--- src/rtl/ifu_axi_fetch.sv ---
// ifu_axi_fetch: instruction fetch unit with a single-outstanding AXI-lite read
// master. After reset release it fetches RESET_PC on its own, then fetches
// whatever PC the writeback/PC logic requests. It hands each instruction to
// decode through a valid/ready pair.
// Optional feature: define IFU_PERF_CNT_EN to add the fetch_cnt output.
// fetch_cnt counts accepted decode handshakes.
module ifu_axi_fetch #(
   parameter int                ADDR_W   = 32,
   parameter logic [ADDR_W-1:0] RESET_PC = 32'h8000_0000
) (
   input  logic              clk,
   input  logic              rst,
   input  logic              req_valid,
   input  logic [ADDR_W-1:0] req_pc,
   output logic              arvalid,
   output logic [ADDR_W-1:0] araddr,
   input  logic              arready,
   input  logic              rvalid,
   input  logic [31:0]       rdata,
   input  logic [1:0]        rresp,
   output logic              rready,
   output logic              out_valid,
   input  logic              out_ready,
   output logic [31:0]       out_inst,
   output logic [ADDR_W-1:0] out_pc,
`ifdef IFU_PERF_CNT_EN
   output logic [31:0]       fetch_cnt,
`endif
   output logic              out_err
);

   localparam logic [1:0] IDLE = 2'd0;
   localparam logic [1:0] ADDR = 2'd1;
   localparam logic [1:0] DATA = 2'd2;
   localparam logic [1:0] HOLD = 2'd3;

   logic [1:0]        state;
   logic [ADDR_W-1:0] pcReg;
   logic [31:0]       instReg;
   logic              errReg;
   logic              bootPending;
   logic              launch;
   logic [ADDR_W-1:0] nextPc;
   logic              handshake;

   // Bus and decode strobes come straight from the state, so an asynchronous
   // reset drops them immediately.
   assign arvalid   = (state == ADDR);
   assign rready    = (state == DATA);
   assign out_valid = (state == HOLD);
   assign araddr    = pcReg;
   assign out_pc    = pcReg;
   assign out_inst  = instReg;
   assign out_err   = errReg;
   assign handshake = out_valid && out_ready;

   // Decide when a new fetch starts and which PC it uses. The boot fetch wins
   // over a request. A request is only honoured from IDLE or while the held
   // instruction is being accepted.
   always_comb begin
      launch = 1'b0;
      nextPc = req_pc;
      if (state == IDLE) begin
         if (bootPending) begin
            launch = 1'b1;
            nextPc = RESET_PC;
         end else if (req_valid) begin
            launch = 1'b1;
         end
      end else if (state == HOLD) begin
         launch = handshake && req_valid;
      end
   end

   // Fetch state machine. A misaligned PC never reaches the bus. It goes
   // straight to HOLD as a faulting, zero instruction.
   always_ff @(posedge clk or negedge rst) begin
      if (!rst) begin
         state       <= IDLE;
         pcReg       <= RESET_PC;
         instReg     <= '0;
         errReg      <= 1'b0;
         bootPending <= 1'b1;
      end else if (launch) begin
         pcReg       <= nextPc;
         bootPending <= 1'b0;
         if (nextPc[1:0] != 2'b00) begin
            instReg <= '0;
            errReg  <= 1'b1;
            state   <= HOLD;
         end else begin
            state   <= ADDR;
         end
      end else begin
         case (state)
            ADDR: begin
               if (arready) state <= DATA;
            end
            DATA: begin
               if (rvalid) begin
                  instReg <= rdata;
                  errReg  <= (rresp != 2'b00);
                  state   <= HOLD;
               end
            end
            HOLD: begin
               if (out_ready) state <= IDLE;
            end
            default: state <= IDLE;
         endcase
      end
   end

`ifdef IFU_PERF_CNT_EN
   logic [31:0] fetchCnt;
   assign fetch_cnt = fetchCnt;

   // Count instructions accepted by decode; the counter wraps naturally.
   always_ff @(posedge clk or negedge rst) begin
      if (!rst) begin
         fetchCnt <= '0;
      end else if (handshake) begin
         fetchCnt <= fetchCnt + 32'd1;
      end
   end
`endif

endmodule

--- config.mk ---
export PLATFORM = sky130hd
export DESIGN_NAME = ifu_axi_fetch
export DESIGN_NICKNAME = d
export VERILOG_FILES = /design/src/rtl/ifu_axi_fetch.sv
export SDC_FILE = /design/constraint.sdc
export NUM_CORES = 1
export LEC_CHECK = 0
export CAP_MARGIN = 20
export CELL_PAD_IN_SITES_DETAIL_PLACEMENT = 0
export CELL_PAD_IN_SITES_GLOBAL_PLACEMENT = 1
export CORE_ASPECT_RATIO = 0.6
export CORE_MARGIN = 2
export CORE_UTILIZATION = 30
export CTS_CLUSTER_DIAMETER = 50
export DETAILED_ROUTE_END_ITERATION = 8
export GPL_TIMING_DRIVEN = 0
export PLACE_DENSITY = 0.88
export SYNTH_ARGS = -nofsm -noshare
export SYNTH_HDL_FRONTEND = slang
export SYNTH_SLANG_ARGS = --single-unit
--- constraint.sdc ---
create_clock -name clk -period 2.1 [get_ports clk]
set_input_delay 0.525 -clock clk [delete_from_list [all_inputs] [get_ports clk]]
set_output_delay 0.525 -clock clk [all_outputs]
set_load 0.1 [all_outputs]
Word level (Yosys, flattened, before mapping)
Index checks and enable logic that the tools add are counted.

storage, ports and cells
  word-level logic and storage cells = 41
  flip-flop bits (word level) = 68
  input bits = 72
  output and inout bits = 100

cells by class
  reduce and logical (&&, ||, !) cells = 9
  multiplexer cells = 20
  equal/unequal tests = 7

operators with widths
  kind                                                                    count
  32-bit two-way mux                                                      6
  2-bit two-way mux                                                       5
  1-bit two-way mux                                                       8
  2-bit nonzero test                                                      4
  3-bit by 1-bit != test with 1-bit output (second input constant)        2
  2-bit case mux with 3 select lines                                      1
  3-bit AND reduction                                                     2
  2-bit equality test (second input constant)                             2
  3-bit by 2-bit != test with 1-bit output (second input constant)        1
  2-bit by 1-bit equality test with 1-bit output (second input constant)  1
  1-bit logical AND                                                       2
  2-bit logical NOT                                                       1
  2-bit by 1-bit != test with 1-bit output (second input constant)        1

Depth between registers and ports, before layout
  word-level depth = 7
  gate-level depth with buffers = 7
  mapped depth without buffers = 5

Worst setup path before layout
No wires, ideal clock.

  path type = reg2reg
  start point = register state[0]
  end point = register errReg, in the netlist out_err
  path buffers = 1
  stages on the path, launching flop included = 7
  setup slack = -0.066 ns
  data required time = 1.965 ns
  library setup time = 0.135 ns
  arrival = 2.031 ns
  cells stage by stage = dfrtp_1 inv_1 ha_1 buf_6 nand2_1 a2111oi_2 a211oi_1

between the ends
  elaborated cells between the ends (all ways) = 14
  classes of those cells = eq/ne: 3; mux: 4; reduce/logical: 7

RTL lines
  element                               RTL line  RTL
  from (decl)                           37        logic [1:0] state;
  from (signal assigned)                79        state <= IDLE;
  from (signal assigned)                90        state <= HOLD;
  from (signal assigned)                92        state <= ADDR;
  2-bit equality test                   --
  via rready                            21        output logic rready,
  2-bit nonzero test (no source line)   --
  3-bit AND reduction (no source line)  --
  to (signal assigned)                  102       errReg <= (rresp != 2'b00);
  to (decl)                             40        logic errReg;

The timed path passes the listed nets, and every way through them passes these cells.
A chain may end at the register's enable or synchronous reset.

Final worst setup path
  start point = register instReg[17], in the netlist out_inst[17]
  end point = output port out_inst[17]

RTL lines
  element                 RTL line  RTL
  from (decl)             39        logic [31:0] instReg;
  from (signal assigned)  101       instReg <= rdata;
  to (decl)               24        output logic [31:0] out_inst,

No word-level cell between the ends.

==> out/results.ini <==
[run_status]
status = finished, final reports clean

[sta]
relSlewSlack = 0.356
period_minus_slack_ns = 2.07
finalCritPeriodShare = 0.984
setup_slack_ns = 0.0337
maxSlewViolCount = 0
hold_viol_final = 0
fmax_mhz = 484
tns_ns = 0
setup_viol = 0
hold_ws_ns = 0.314
worstMarginPinSlew_ns = 0.970
fin_skew_ns = 0.00393
rsz0062_at_grt = no

[critical_path]
cpMaxStageDelayCell = clkdlybuf4s15_1
arrival_ns = 1.54
crit_path_cell_trace = clkdlybuf4s15_1
path_buf_inv = 1
r2r_slack_ns = 0.22
cp-start-kind = flop
worstPathMaxFanout = 3
worstSetupPathType = reg2out
crit_path_max_incr_delay_ns = 0.84
end_kind = output port
crit_required_ns = 1.57
r2r-start = state[0]$_DFFE_PN0P_
path_delay_family = buffers and inverters
r2r-end = out_inst[6]$_DFFE_PN0P_
worstRegToRegCells = 6
cp-startpoint = out_inst[17]$_DFFE_PN0P_

[global_routing]
grtUsageTotal = 0.196
gr-total-overflow = 0
grt_pass1_wl_um = 21000
grt_max_degree = 69
first_global_vias = 3957
antenna_found_initial = 0

[clock_network]
post_cts.repair.setup_buffers = 0
cts_tree = yes
cts_buffer_depth = 2
hold_buffers = 0
clkLatencyLatePin_ns = 0.33
numCtsBuffers = 9
clk_pin_slew_ns = 0.05
cts_sinks = 68
cts_htree_levels = 3
clockRootBuffer = clkbuf_16

[synthesis]
yosysSeqAreaShare = 0.458
ys_types = 32
async_reset_ff_frac = 1.00
postSynthCellCount = 400
syn_nets = 476
yosys.area.top_type_share = 0.444
yosysTopAreaCell = dfrtp_1
yosys_warnings = 0
synth_area_um2 = 3720
syn_avg_cell_area_um2 = 9.31
synth_flop_cell = dfrtp_1
synthTopCellsByArea = dfrtp_1 (44%), o2111ai_1 (7.5%), o21ai_1 (7.1%), buf_4 (6.9%), nand2_1 (6.6%)
ys_ff_latch = 68
synth-edff-count = 0

[floorplanning]
die_w_um = 148
row_count = 31
fp.dieH_um = 90.3
io_pins = 172
core-area_um2 = 12100
initial_core_util = 0.309
die_area_um2 = 13300

[placement]
place_congestion = 0.794
place.port_buffers = 170
dp_hpwl_um = 9480
dpl_cell_area_um2 = 5630
pre_cts_ws_ns = -0.308

[drt]
firstDrtPassIters = 4
wl_um = 13000
detail-route-antenna-nets = 0
wire_per_inst_um = 17.3
vias = 3920
via_per_inst = 5.22
drc = 0
drt_iter0_markers = 259

[final_layout]
final_common_cell = clkdlybuf4s50_1
nNetsFinal = 657
fin_area_um2 = 5690
synthToLayoutAreaGrowth_pct = 52.8
final_cell_mix = clkdlybuf4s50_1 (69), dfrtp_1 (66), nand2_1 (65)
drive_gt1_frac = 0.304
antenna_cells = 0

[worst_hold_path]
holdCritPathClass = in2async

[flow_run]
cap_viol_max_count = 0

## cells by family (layout without fill, tap and decap cells)
| kind of cell | count (synthesis) | in the layout | share of synthesized area |
|---|---|---|---|
| compound gates | 141 | 141 | 0.254 |
| fa+ha+maj | 4 | 4 | 0.0134 |
| buf+inv | 81 | 267 | 0.136 |
| flops | 68 | 68 | 0.458 |
| simple gates | 106 | 106 | 0.138 |
## worst max path at each step
stage,endpoint,slack [ns],depth (start not counted)
global placement,araddr[25]$_DFFE_PN0P_,-1.85,1
finish,out_inst[17],0.03,1
CTS,araddr[20],0.001,1
floorplan,state[1]$_DFFE_PN0P_,0.1,5
global route,out_inst[17],0.002,1
detailed placement,rready,-0.31,3
## layer usage
| layer | vias to the layer above | part of all wire | track usage |
|---|---|---|---|
| met5 | - | 0 | 0 |
| met4 | 0 | 0.011 | 0.0377 |
| met3 | 16 | 0.083 | 0.0520 |
| met2 | 211 | 0.44 | 0.304 |
| met1 | 1875 | 0.46 | 0.278 |
| li1 | 1818 | - | - |
## Yosys cell counts, drive strengths merged, types with 3 or more instances
cell	number
buf	64
o2111ai	32
a21oi	3
o21ai	65
inv	4
dfrtp	66
clkbuf	13
nor2b	3
ha	4
nand4	32
nand2	66
o211ai	32
## timing repair
item	CTS	global route
pin swaps	0	0
gates resized for setup	226	72
gates cloned	0	0
setup endpoints to repair	100	59
## cell type report
cell class                      count  area (µm²)
Buffer                             77         492
Inverter                            4        15.0
Tap cell                          165         206
Clock inverter                      2        10.0
Timing Repair Buffer              170        1490
Fill cell                        1145        6370
Sequential cell                    68        1700
Multi-Input combinational cell    251        1520
Clock buffer                       14         254
## registers in the layout, summed over array words and instances (netlist names)
name / cells
bootPending: 1
out_err: 1
state: 2
out_inst: 32
araddr: 32
## per-stage QoR
step / cells / util
finish: 751 / 0.472
global route: 751 / 0.472
CTS: 751 / 0.490
detailed placement: 735 / 0.467
global placement: 735 / 0.467
floorplan: 400 / -
Power is not shown: default switching activity piles up to over one toggle a cycle in this logic, so the estimate is an artifact.
